==> config.mk <==
export PLATFORM = sky130hd
export DESIGN_NAME = board_state_writer
export DESIGN_NICKNAME = d
export VERILOG_FILES = /design/src/rtl/board_state_writer.sv
export SDC_FILE = /design/constraint.sdc
export NUM_CORES = 1
export LEC_CHECK = 0
export ABC_AREA = 0
export CAP_MARGIN = 20
export CORE_ASPECT_RATIO = 0.75
export CORE_MARGIN = 2
export CORE_UTILIZATION = 45
export CTS_BUF_LIST = sky130_fd_sc_hd__clkbuf_4 sky130_fd_sc_hd__clkbuf_8
export CTS_CLUSTER_SIZE = 30
export DETAILED_ROUTE_END_ITERATION = 7
export GPL_ROUTABILITY_DRIVEN = 1
export PLACE_DENSITY = 0.72
export SLEW_MARGIN = 20
export SYNTH_ARGS = -nofsm -noshare
export SYNTH_HDL_FRONTEND = slang
export SYNTH_SLANG_ARGS = --single-unit
==> constraint.sdc <==
create_clock -name clock -period 7.2 [get_ports clock]
set_input_delay 0.72 -clock clock [delete_from_list [all_inputs] [get_ports clock]]
set_output_delay 0.72 -clock clock [all_outputs]
set_load 0.05 [all_outputs]
==> src/rtl/board_state_writer.sv <==
// rtl/board_state_writer.sv - tic-tac-toe board register with move legality, win/draw detection and turn FSM
// Optional player-turn forfeit timeout is built only when PLYR_TIMEOUT_EN is defined.
module board_state_writer #(
  parameter int TIMEOUT_CYCLES = 1000
) (
  input  logic       clock,
  input  logic       reset_n,
  input  logic       new_game,
  input  logic       plyr_valid,
  input  logic [8:0] plyr,
  input  logic       comp_valid,
  input  logic [8:0] comp,
  output logic [1:0] p1,
  output logic [1:0] p2,
  output logic [1:0] p3,
  output logic [1:0] p4,
  output logic [1:0] p5,
  output logic [1:0] p6,
  output logic [1:0] p7,
  output logic [1:0] p8,
  output logic [1:0] p9,
  output logic       accept,
  output logic       illegal,
  output logic       turn,
  output logic [1:0] winner,
  output logic       done,
  output logic [3:0] move_cnt
);

  typedef enum logic [1:0] {PLYR = 2'd0, COMP = 2'd1, DONE = 2'd2} state_t;

  state_t          state_q, state_d;
  logic [8:0][1:0] board_q, board_d, board_mv;
  logic [3:0]      cnt_q, cnt_d;
  logic [1:0]      winner_q, winner_d;
  logic            accept_q, accept_d;
  logic            illegal_q, illegal_d;

  logic            mv_req, one_hot, legal, line_hit;
  logic [8:0]      mv_vec, occupied, mover_bits;
  logic [1:0]      mark;

`ifdef PLYR_TIMEOUT_EN
  localparam logic [31:0] TMO_LAST = 32'(TIMEOUT_CYCLES - 1);
  logic [31:0] tmo_q, tmo_d;
`else
  logic [31:0] unused_timeout_cycles;
  assign unused_timeout_cycles = TIMEOUT_CYCLES;
`endif

  function automatic logic has_line(input logic [8:0] m);
    return (m[0] & m[1] & m[2]) | (m[3] & m[4] & m[5]) | (m[6] & m[7] & m[8]) |
           (m[0] & m[3] & m[6]) | (m[1] & m[4] & m[7]) | (m[2] & m[5] & m[8]) |
           (m[0] & m[4] & m[8]) | (m[2] & m[4] & m[6]);
  endfunction

  // Decode the current-turn request and evaluate lines on the board as it would be after the move
  always_comb begin
    mv_req  = ((state_q == PLYR) && plyr_valid) || ((state_q == COMP) && comp_valid);
    mv_vec  = (state_q == COMP) ? comp : plyr;
    mark    = (state_q == COMP) ? 2'b10 : 2'b01;
    one_hot = (mv_vec != 9'd0) && ((mv_vec & (mv_vec - 9'd1)) == 9'd0);
    for (int i = 0; i < 9; i++) begin
      occupied[i]   = (board_q[i] != 2'b00);
      board_mv[i]   = mv_vec[i] ? mark : board_q[i];
      mover_bits[i] = (board_mv[i] == mark);
    end
    legal    = one_hot && ((mv_vec & occupied) == 9'd0);
    line_hit = has_line(mover_bits);
  end

  always_ff @(posedge clock or negedge reset_n) begin
    if (!reset_n) begin
      state_q   <= PLYR;
      board_q   <= '0;
      cnt_q     <= 4'd0;
      winner_q  <= 2'b00;
      accept_q  <= 1'b0;
      illegal_q <= 1'b0;
`ifdef PLYR_TIMEOUT_EN
      tmo_q     <= '0;
`endif
    end else begin
      state_q   <= state_d;
      board_q   <= board_d;
      cnt_q     <= cnt_d;
      winner_q  <= winner_d;
      accept_q  <= accept_d;
      illegal_q <= illegal_d;
`ifdef PLYR_TIMEOUT_EN
      tmo_q     <= tmo_d;
`endif
    end
  end

  always_comb begin
    state_d   = state_q;
    board_d   = board_q;
    cnt_d     = cnt_q;
    winner_d  = winner_q;
    accept_d  = 1'b0;
    illegal_d = 1'b0;
    if (new_game) begin
      state_d  = PLYR;
      board_d  = '0;
      cnt_d    = 4'd0;
      winner_d = 2'b00;
    end else if (mv_req) begin
      if (legal) begin
        board_d  = board_mv;
        cnt_d    = cnt_q + 4'd1;
        accept_d = 1'b1;
        if (line_hit) begin
          winner_d = mark;
          state_d  = DONE;
        end else if (cnt_q == 4'd8) begin
          winner_d = 2'b11;
          state_d  = DONE;
        end else begin
          state_d = (state_q == PLYR) ? COMP : PLYR;
        end
      end else begin
        illegal_d = 1'b1;
      end
    end
`ifdef PLYR_TIMEOUT_EN
    tmo_d = '0;
    if (!new_game && (state_q == PLYR) && !accept_d) begin
      if (tmo_q == TMO_LAST) begin
        winner_d = 2'b10;
        state_d  = DONE;
      end else begin
        tmo_d = tmo_q + 32'd1;
      end
    end
`endif
  end

  always_comb begin
    p1       = board_q[0];
    p2       = board_q[1];
    p3       = board_q[2];
    p4       = board_q[3];
    p5       = board_q[4];
    p6       = board_q[5];
    p7       = board_q[6];
    p8       = board_q[7];
    p9       = board_q[8];
    accept   = accept_q;
    illegal  = illegal_q;
    turn     = (state_q == COMP);
    winner   = winner_q;
    done     = (state_q == DONE);
    move_cnt = cnt_q;
  end

endmodule

== Word level (Yosys, flattened, before mapping) ==
Cells that the tools add are included.

* Add/sub/neg operators: 2
* $mul: 0
* Divide/modulo/power cells: 0
* $lt $le $gt $ge: 0
* Eq/ne operators: 12
* Shift-type cells: 0
* Mux-type cells: 34
* Bitwise logic cells: 25
* Reductions and logical operators: 23

{| class="wikitable"
|+ Operator list
! cell !! count
|-
| 18-bit 2-to-1 mux || 3
|-
| 2-bit 2-to-1 mux || 20
|-
| 2-bit nonzero test || 11
|-
| 9-bit bitwise AND || 2
|-
| 2-bit == test || 9
|-
| 9-bit zero test || 2
|-
| 1-bit bitwise AND || 16
|-
| 4-bit 2-to-1 mux || 3
|-
| 9-bit 2-to-1 mux || 1
|-
| 9-bit nonzero test || 1
|-
| 9-bit by 1-bit subtractor with 9-bit output (second input constant) || 1
|-
| 1-bit 2-to-1 mux || 7
|-
| 1-bit OR || 7
|-
| 4-bit by 1-bit adder with 4-bit output (second input constant) || 1
|-
| 4-bit == test (second input constant) || 1
|-
| 1-bit logical AND || 4
|-
| 3-bit AND reduction || 1
|-
| 3-bit nonzero test || 1
|-
| 2-bit by 1-bit == test with 1-bit output (second input constant) || 1
|-
| 2-bit == test (second input constant) || 1
|-
| 2-bit zero test || 1
|-
| 2-bit AND reduction || 1
|-
| 1-bit logical OR || 1
|}

* Bits in registers: 28
* Bits in latches: 0
* Bits in writable memories: 0
* Memory bits (read-only): 0
* Input port bits: 23
* Output and inout port bits: 28
* Logic and storage cells: 110
* Memories: 0

== Depth between registers and ports, before layout ==
Gate-level depths: netlist of run 1.

* Word-level depth: 17
* Depth in mapped cells: 11
* Gate-level depth less buffers: 8

== Worst setup path before layout of run 1 ==
OpenSTA, ideal clock, no wires.

* Path type: input to register
* Start point: input port comp[3]
* End point: register winner_q[1] (netlist: winner[1])
* Setup time: 94 ps
* Arrival time: 2554 ps
* Required time: 7106 ps
* Setup slack: 4552 ps
* Stages: 7
* Buffers on the path: 0
* Cell sequence: or4b_1 > o31ai_2 > nand2_1 > nor4_4 > o2111ai_1 > a311o_1 > a221oi_2

* Word-level cells in the longest chain between the ends: 16
* Elaborated cells between the ends (all ways): 29
* Classes of those cells: 1 x add/sub; 1 x eq/ne; 6 x mux; 13 x bitwise; 8 x reduce/logical

{| class="wikitable"
|+ RTL lines
! item !! RTL line !! RTL
|-
| start: declaration || 12 || <nowiki>input logic [8:0] comp,</nowiki>
|-
| 9-bit 2-to-1 mux (*) || 60 || <nowiki>mv_vec = (state_q == COMP) ? comp : plyr;</nowiki>
|-
| 2-bit 2-to-1 mux || 65 || <nowiki>board_mv[i] = mv_vec[i] ? mark : board_q[i];</nowiki>
|-
| 2-bit == test || 66 || <nowiki>mover_bits[i] = (board_mv[i] == mark);</nowiki>
|-
| 1-bit bitwise AND (2 in series) || 52 || <nowiki>return (m[0] & m[1] & m[2]) | (m[3] & m[4] & m[5]) | (m[6] & m[7] & m[8]) |</nowiki>
|-
| 1-bit OR (3 in series) || 52 ||
|-
| 1-bit OR (3 in series) || 53 || <nowiki>(m[0] & m[3] & m[6]) | (m[1] & m[4] & m[7]) | (m[2] & m[5] & m[8]) |</nowiki>
|-
| 1-bit OR || 54 || <nowiki>(m[0] & m[4] & m[8]) | (m[2] & m[4] & m[6]);</nowiki>
|-
| 2-bit 2-to-1 mux || 113 || <nowiki>if (line_hit) begin</nowiki>
|-
| 2-bit 2-to-1 mux || 109 || <nowiki>if (legal) begin</nowiki>
|-
| 2-bit 2-to-1 mux || 108 || <nowiki>end else if (mv_req) begin</nowiki>
|-
| 2-bit 2-to-1 mux || 103 || <nowiki>if (new_game) begin</nowiki>
|-
| end signal: assignment || 87 || <nowiki>winner_q <= winner_d;</nowiki>
|-
| end: declaration || 35 || <nowiki>logic [1:0] winner_q, winner_d;</nowiki>
|}

Every way passes the cells marked *; elsewhere a longest branch is shown, timed or not. The select of a mux whose other input is x is not followed.
A chain may end at the register's enable or synchronous reset.

== Final worst setup path of run 1 ==
* Start point: register state_q[1]
* End point: register cnt_q[2] (netlist: move_cnt[2])

* Word-level cells in the longest chain between the ends: 9
* Elaborated cells between the ends (all ways): 17
* Classes of those cells: 1 x add/sub; 1 x eq/ne; 1 x mux; 2 x bitwise; 12 x reduce/logical

{| class="wikitable"
|+ RTL lines
! item !! RTL line !! RTL
|-
| start: declaration || 32 || <nowiki>state_t state_q, state_d;</nowiki>
|-
| start signal: assignment || 84 || <nowiki>state_q <= state_d;</nowiki>
|-
| 2-bit by 1-bit == test with 1-bit output || 59, 60 ||
|-
| 9-bit 2-to-1 mux || 60 ||
|-
| 9-bit by 1-bit subtractor with 9-bit output || 62 || <nowiki>one_hot = (mv_vec != 9'd0) && ((mv_vec & (mv_vec - 9'd1)) == 9'd0);</nowiki>
|-
| 9-bit bitwise AND || 62 ||
|-
| 9-bit zero test || 62 ||
|-
| 1-bit logical AND || 62 ||
|-
| 1-bit logical AND || 68 || <nowiki>legal = one_hot && ((mv_vec & occupied) == 9'd0);</nowiki>
|-
| 2-bit nonzero test (no line) || -- ||
|-
| 2-bit AND reduction (no line) (*) || -- ||
|-
| end signal: assignment || 86 || <nowiki>cnt_q <= cnt_d;</nowiki>
|-
| end: declaration || 34 || <nowiki>logic [3:0] cnt_q, cnt_d;</nowiki>
|}

Every way passes the cells marked *; elsewhere a longest branch is shown, timed or not.

==> results.txt, run 1 <==
----------------------------------------------------
[Outcome]
  Status ... completed

[GRT]
  Met2 routing resource usage after global routing ... 35.48%
  Fraction of met3 tracks used by global routing ... 5.925%
  Overall routing resource usage ... 24.79%
  Number of antenna violations at the first check in global routing ... 0
  Most Used Layer, Global Route ... met1
  Vias in the first global route ... 1931
  Met1 capacity usage during global routing ... 38.80%
  GR Overflow Total ... 0
  Pin count of the biggest net entering global routing ... 35
  Global-route wire length before repair ... 10040 um

[Critical path]
  Launching element type of the critical path ... register
  Crit Path Max Fanout ... 34
  Worst setup path class ... register to register
  Endpoint arrival time on the critical path ... 3.72 ns
  Worst flop-to-flop path startpoint ... state_q[1]
  Flop-to-flop setup slack ... 3.67 ns
  Critical path capture point type ... register
  Cell count of the worst reg-to-reg path ... 10
  FF-to-FF End ... move_cnt[2]
  Data required, critical path ... 7.39 ns

[STA]
  Post-layout min period ... 3.532 ns
  Maximum clock frequency ... 283.1 MHz
  Tcrit/Tclk final ... 49.05%
  Total count of max-transition violations in the final report ... 0
  RSZ-0062 raised after global routing ... false
  Setup TNS ... 0 ns
  Final Hold Fails ... 0
  Final setup vio count ... 0
  Slew at the pin with the worst max-slew slack ... 1.015 ns
  Max Clock Skew ... 0.002586 ns
  Headroom to the max-slew limit ... 32.09%

[Drt]
  Initial DRC Count ... 210
  Sum of routed wire length over all layers ... 6268 um
  DR vias/cell ... 6.181
  Routed Antenna Nets ... 0
  Via count ... 2157
  Total iterations of the first detailed-routing run ... 5
  Routed length per placed instance ... 17.96 um
  Total DRC errors in the routed layout ... 0

[Yosys]
  Synthesized area ... 2087 um^2
  Top FF cell, synth ... sky130_fd_sc_hd__dfrtp_1
  Number of distinct library cells after synthesis ... 50
  Yosys top cell by area ... sky130_fd_sc_hd__dfrtp_1
  Most instantiated cells after synthesis ... sky130_fd_sc_hd__dfrtp_1 (28), sky130_fd_sc_hd__nor2_1 (27), sky130_fd_sc_hd__nor3_1 (25)
  Number of synthesized flops with an enable pin ... 0
  #FFs+latches synth ... 28
  Post-synth ARST share ... 100.0%
  Mean cell area of the mapped netlist ... 8.315 um^2
  Number of nets in the synthesized netlist ... 276
  Most repeated cell in the gate-level netlist after synthesis ... sky130_fd_sc_hd__dfrtp_1
  Synth Warn # ... 0
  Fraction of post-synthesis cell area in the top cell type by area ... 33.57%
  Part of the Yosys area used for sequential elements ... 33.57%
  Area contributors post-synth ... sky130_fd_sc_hd__dfrtp_1 (34%), sky130_fd_sc_hd__a31oi_1 (6.0%), sky130_fd_sc_hd__nor3_1 (6.0%)
  Number of instances in the synthesized netlist ... 251

[Hold path]
  Worst hold path type ... register to register
  Hold path endpoint ... winner[1]
  Worst Hold Depth ... 2
  Source of the worst hold timing path ... winner[1]

[Finish]
  Share of final-layout standard cells stronger than drive strength 1 ... 8.562%
  Combined area of the multi-input logic cells ... 1234 um^2
  Total non-filler cell area in the finished layout ... 2655 um^2
  Total inserted antenna cells ... 0
  Final-layout fill cell count ... 410
  Area growth from synthesis to layout ... 27.22%
  Final nets ... 318
  FF/Latch Area ... 700.7 um^2

[Place]
  IO Port Bufs ... 50
  Post-DP Area ... 2584 um^2
  Final estimated routing congestion in global placement ... 0.8734
  DPL Wire Length ... 4288 um

[Flow run]
  Max-cap viol count ... 0

[Die]
  Width of the die ... 82.64 um
  Core outline area ... 4467 um^2
  Num ports ... 51
  Row cnt ... 21
  Die outline height ... 62.98 um
  Initial core utilization ... 46.72%
  Die outline area ... 5204 um^2

[Clock network]
  # hold bufs at CTS ... 0
  Count of instances resized after the clock tree is built ... 0
  CTS H-Tree Depth ... 1
  Clock sink count ... 28
  Register clock-pin slew on the reported worst setup and hold paths ... 0.11 ns
  Setup fix buffers added after clock tree synthesis ... 0
  CTS tree ... done
  Largest buffer count on any clock path ... 2
  Num CTS Buffers ... 3
  Source-to-sink clock delay at the later pin of the worst-skew pair ... 0.29 ns
  Clock Root Buffer ... sky130_fd_sc_hd__clkbuf_8

[Pwr]
  Power per cell area ... 130.1 nW/um^2
  Cell leakage power ... 1.025 nW
  Power, Total ... 0.3455 mW
  Max rail drop VDD ... 0.1004 mV

----------------------------------------------------
==> layout make-up <==
class / instances / share of cell area [%]
Tap cell: 57 / 2.686
Multi-Input combinational cell: 191 / 46.47
Clock buffer: 3 / 1.555
Timing Repair Buffer: 53 / 19.51
Clock inverter: 1 / 1.131
Sequential cell: 28 / 26.39
Inverter: 16 / 2.262
==> layout by cell type, fill, tap and decap left out, drive strengths merged, types with 3 or more instances in the layout <==
master and count:
clkdlybuf4s50 49, dfrtp 28, nor2 27, nor3 25, o21ai 22, a31oi 20
inv 16, nor2b 14, nand4 9, a21oi 9, nand3 8, nand2 7
mux2i 5, nor4 5, o311ai 4, buf 4, nand2b 3, a221oi 3
clkbuf 3
==> flip-flops by register name, indices dropped and copies added (netlist names) <==
register	count
p3	2
illegal	1
state_q	2
p5	2
p9	2
p8	2
winner	2
p1	2
move_cnt	4
p2	2
p7	2
accept	1
p4	2
p6	2
==> logic make-up (layout without fill, tap and decap cells) <==
logic type / count (synthesis) / in the layout / share of synthesized area (%)
muxes: 6 / 6 / 3.717
AOI/OAI and AO/OA: 75 / 75 / 25.60
adders and majority gates: 2 / 2 / 1.199
DFF: 28 / 28 / 33.57
buffers and inverters: 32 / 73 / 7.314
and+or+nand+nor: 108 / 108 / 28.60
==> how the worst max path moves through the flow <==
stage	start	endpoint	slack (ns)
floorplan	comp[3]	winner[1]	4.55
global placement	comp[0]	move_cnt[2]	3.73
detailed placement	comp[0]	move_cnt[2]	3.55
CTS	state_q[1]	move_cnt[2]	3.76
global route	state_q[1]	winner[1]	3.38
finish	state_q[1]	move_cnt[2]	3.67
==> per-layer routing <==
metal / vias up / wire length [um] / share of wire, %
li1: 1028 / - / -
met1: 997 / 2960 / 47
met2: 128 / 2664 / 43
met3: 4 / 617 / 9.8
met4: 0 / 25 / 0.40
met5: - / 0 / 0
==> metrics by stage <==
stage	cells	utilization, %	hold slack, ns	worst slack [ns]
after detailed placement	345	57.84	0.5234	3.548
final	349	59.44	0.5407	3.668
after CTS	349	59.44	0.5400	3.759
after floorplan	251	-	0.4244	4.552
after global routing	349	59.44	0.5954	3.377
after global placement	345	57.96	0.5201	3.735
==> worst max-delay path, cell delays in order (launching register included) <==
cell,delay (ns)
sky130_fd_sc_hd__dfrtp_1,0.49
sky130_fd_sc_hd__nand2b_1,0.14
sky130_fd_sc_hd__buf_4,0.35
sky130_fd_sc_hd__inv_2,0.34
sky130_fd_sc_hd__o31ai_2,0.37
sky130_fd_sc_hd__nand2_1,0.17
sky130_fd_sc_hd__o31a_1,0.32
sky130_fd_sc_hd__o21ai_0,0.63
sky130_fd_sc_hd__buf_4,0.27
sky130_fd_sc_hd__nor2_1,0.07
sky130_fd_sc_hd__a31o_2,0.26
==> where the power goes <==
group	leakage [nW]	internal, mW	switching (mW)	total, mW
clock	0.0357	0.0747	0.0576	0.132
combinational	0.599	0.0223	0.0329	0.0551
sequential	0.390	0.158	0.000362	0.158
total	1.02	0.255	0.0909	0.346
No activity file was read; power rests on OpenSTA's default activity.
==> inputs of run 2 (changes only) <==
clock period = 3.6 ns   (was 7.2 ns; I/O delays follow)
==> results.txt, run 2 (synthesis gave the netlist of run 1 again) <==
----------------------------------------------------
[STA]
  Tcrit/Tclk final ... 85.73%
  Total count of max-transition violations in the final report ... 0
  Setup TNS ... 0 ns
  Post-layout min period ... 3.086 ns
  Final setup vio count ... 0
  Slew at the pin with the worst max-slew slack ... 0.5981 ns
  Final Hold Fails ... 0
  Headroom to the max-slew limit ... 60.00%
  Maximum clock frequency ... 324.0 MHz
  RSZ-0062 raised after global routing ... false
  Max Clock Skew ... 0.004526 ns

[Outcome]
  Status ... completed

[Pwr]
  Power per cell area ... 229.6 nW/um^2
  Max rail drop VDD ... 0.1287 mV
  Cell leakage power ... 1.032 nW

[Die]
  Die outline height ... 62.98 um
  Initial core utilization ... 46.72%
  Die outline area ... 5204 um^2
  Core outline area ... 4467 um^2
  Width of the die ... 82.64 um
  Num ports ... 51
  Row cnt ... 21

[Critical path]
  Critical path capture point type ... register
  Launching element type of the critical path ... register
  Worst setup path class ... register to register
  Data required, critical path ... 3.78 ns
  Endpoint arrival time on the critical path ... 3.27 ns
  Cell count of the worst reg-to-reg path ... 8
  Crit Path Max Fanout ... 29

[Drt]
  Initial DRC Count ... 220
  Via count ... 2181
  Routed Antenna Nets ... 0
  Total DRC errors in the routed layout ... 0
  Routed length per placed instance ... 18.02 um
  Total iterations of the first detailed-routing run ... 6
  Sum of routed wire length over all layers ... 6325 um
  DR vias/cell ... 6.214

[Finish]
  Total inserted antenna cells ... 0
  Commonest non-fill, non-tap cell in the layout ... sky130_fd_sc_hd__clkdlybuf4s50_1
  Share of the core filled with cells in the final layout ... 59.66%
  Share of final-layout standard cells stronger than drive strength 1 ... 8.844%
  Area growth from synthesis to layout ... 27.70%
  Most frequent cells in the layout ... sky130_fd_sc_hd__clkdlybuf4s50_1 (50), sky130_fd_sc_hd__dfrtp_1 (28), sky130_fd_sc_hd__nor2_1 (27)
  Flip-flop count of the largest register, all copies and words added ... 4
  Total non-filler cell area in the finished layout ... 2665 um^2
  Final nets ... 321
  Final-layout fill cell count ... 412

[Place]
  IO Port Bufs ... 50
  DPL Wire Length ... 4427 um
  Final estimated routing congestion in global placement ... 0.9033
  Post-DP Area ... 2624 um^2

[GRT]
  Pin count of the biggest net entering global routing ... 30
  Number of antenna violations at the first check in global routing ... 0
  Overall routing resource usage ... 24.96%
  GR Overflow Total ... 0
  Global-route wire length before repair ... 10120 um
  Vias in the first global route ... 2093

[Clock network]
  Num CTS Buffers ... 3
  CTS H-Tree Depth ... 1
  CTS tree ... done
  Clock Root Buffer ... sky130_fd_sc_hd__clkbuf_8
  # hold bufs at CTS ... 0
  Register clock-pin slew on the reported worst setup and hold paths ... 0.10 ns
  Source-to-sink clock delay at the later pin of the worst-skew pair ... 0.29 ns
  Setup fix buffers added after clock tree synthesis ... 0
  Count of instances resized after the clock tree is built ... 0
  Clock sink count ... 28
  Largest buffer count on any clock path ... 2

[Flow run]
  Max-cap viol count ... 0

[Hold path]
  Worst hold path type ... primary input to async pin

----------------------------------------------------
run 2: metrics by stage:
step	hold WS, ns	total power [mW]	instances	worst slack [ns]
CTS	0.4757	0.6108	351	0.6067
global route	0.4990	0.6394	351	0.3877
finish	0.4531	0.6120	351	0.5138
detailed placement	0.5229	0.4340	348	0.5118
floorplan	0.06441	0.3756	251	1.257
global placement	0.5174	0.4333	348	0.5828
run 2: worst paths after layout:
check	startpoint	endpoint	slack, ns
hold reg to reg	winner[1]	winner[1]	0.54
hold / removal	reset_n	p9[0]	0.45
max in group asynchronous	reset_n	move_cnt[0]	2.87
setup / recovery	state_q[1]	move_cnt[2]	0.51
min in group clock	winner[1]	winner[1]	0.54
setup reg to reg	state_q[1]	move_cnt[2]	0.51
run 2: layer usage:
layer  part of all wire [%]  global-route usage (%)
met1                     47                   38.32
met2                     43                   35.89
met3                    9.1                   5.347
met4                   0.71                   4.918
met5                      0                       0
run 2: critical path, stage by stage (launching register included):
cell,delay (ns)
sky130_fd_sc_hd__dfrtp_1,0.47
sky130_fd_sc_hd__nand2b_1,0.30
sky130_fd_sc_hd__buf_12,0.23
sky130_fd_sc_hd__mux2i_1,0.45
sky130_fd_sc_hd__o32ai_1,0.21
sky130_fd_sc_hd__nor4_4,0.32
sky130_fd_sc_hd__and3_1,0.56
sky130_fd_sc_hd__a311oi_1,0.18
sky130_fd_sc_hd__a31o_2,0.25
run 2: where the power goes:
group          internal (mW)  switching, mW
sequential             0.315       0.000719
combinational         0.0467         0.0670
clock                 0.0756          0.107
run 2: area by class of cell:
type                            count  area, um^2  share of cell area [%]
Multi-Input combinational cell    191        1234                   46.29
Sequential cell                    28       700.7                   26.29
Timing Repair Buffer               56       558.0                   20.94
Tap cell                           57       71.32                   2.676
Inverter                           16       60.06                   2.254
Clock buffer                        3       41.29                   1.549
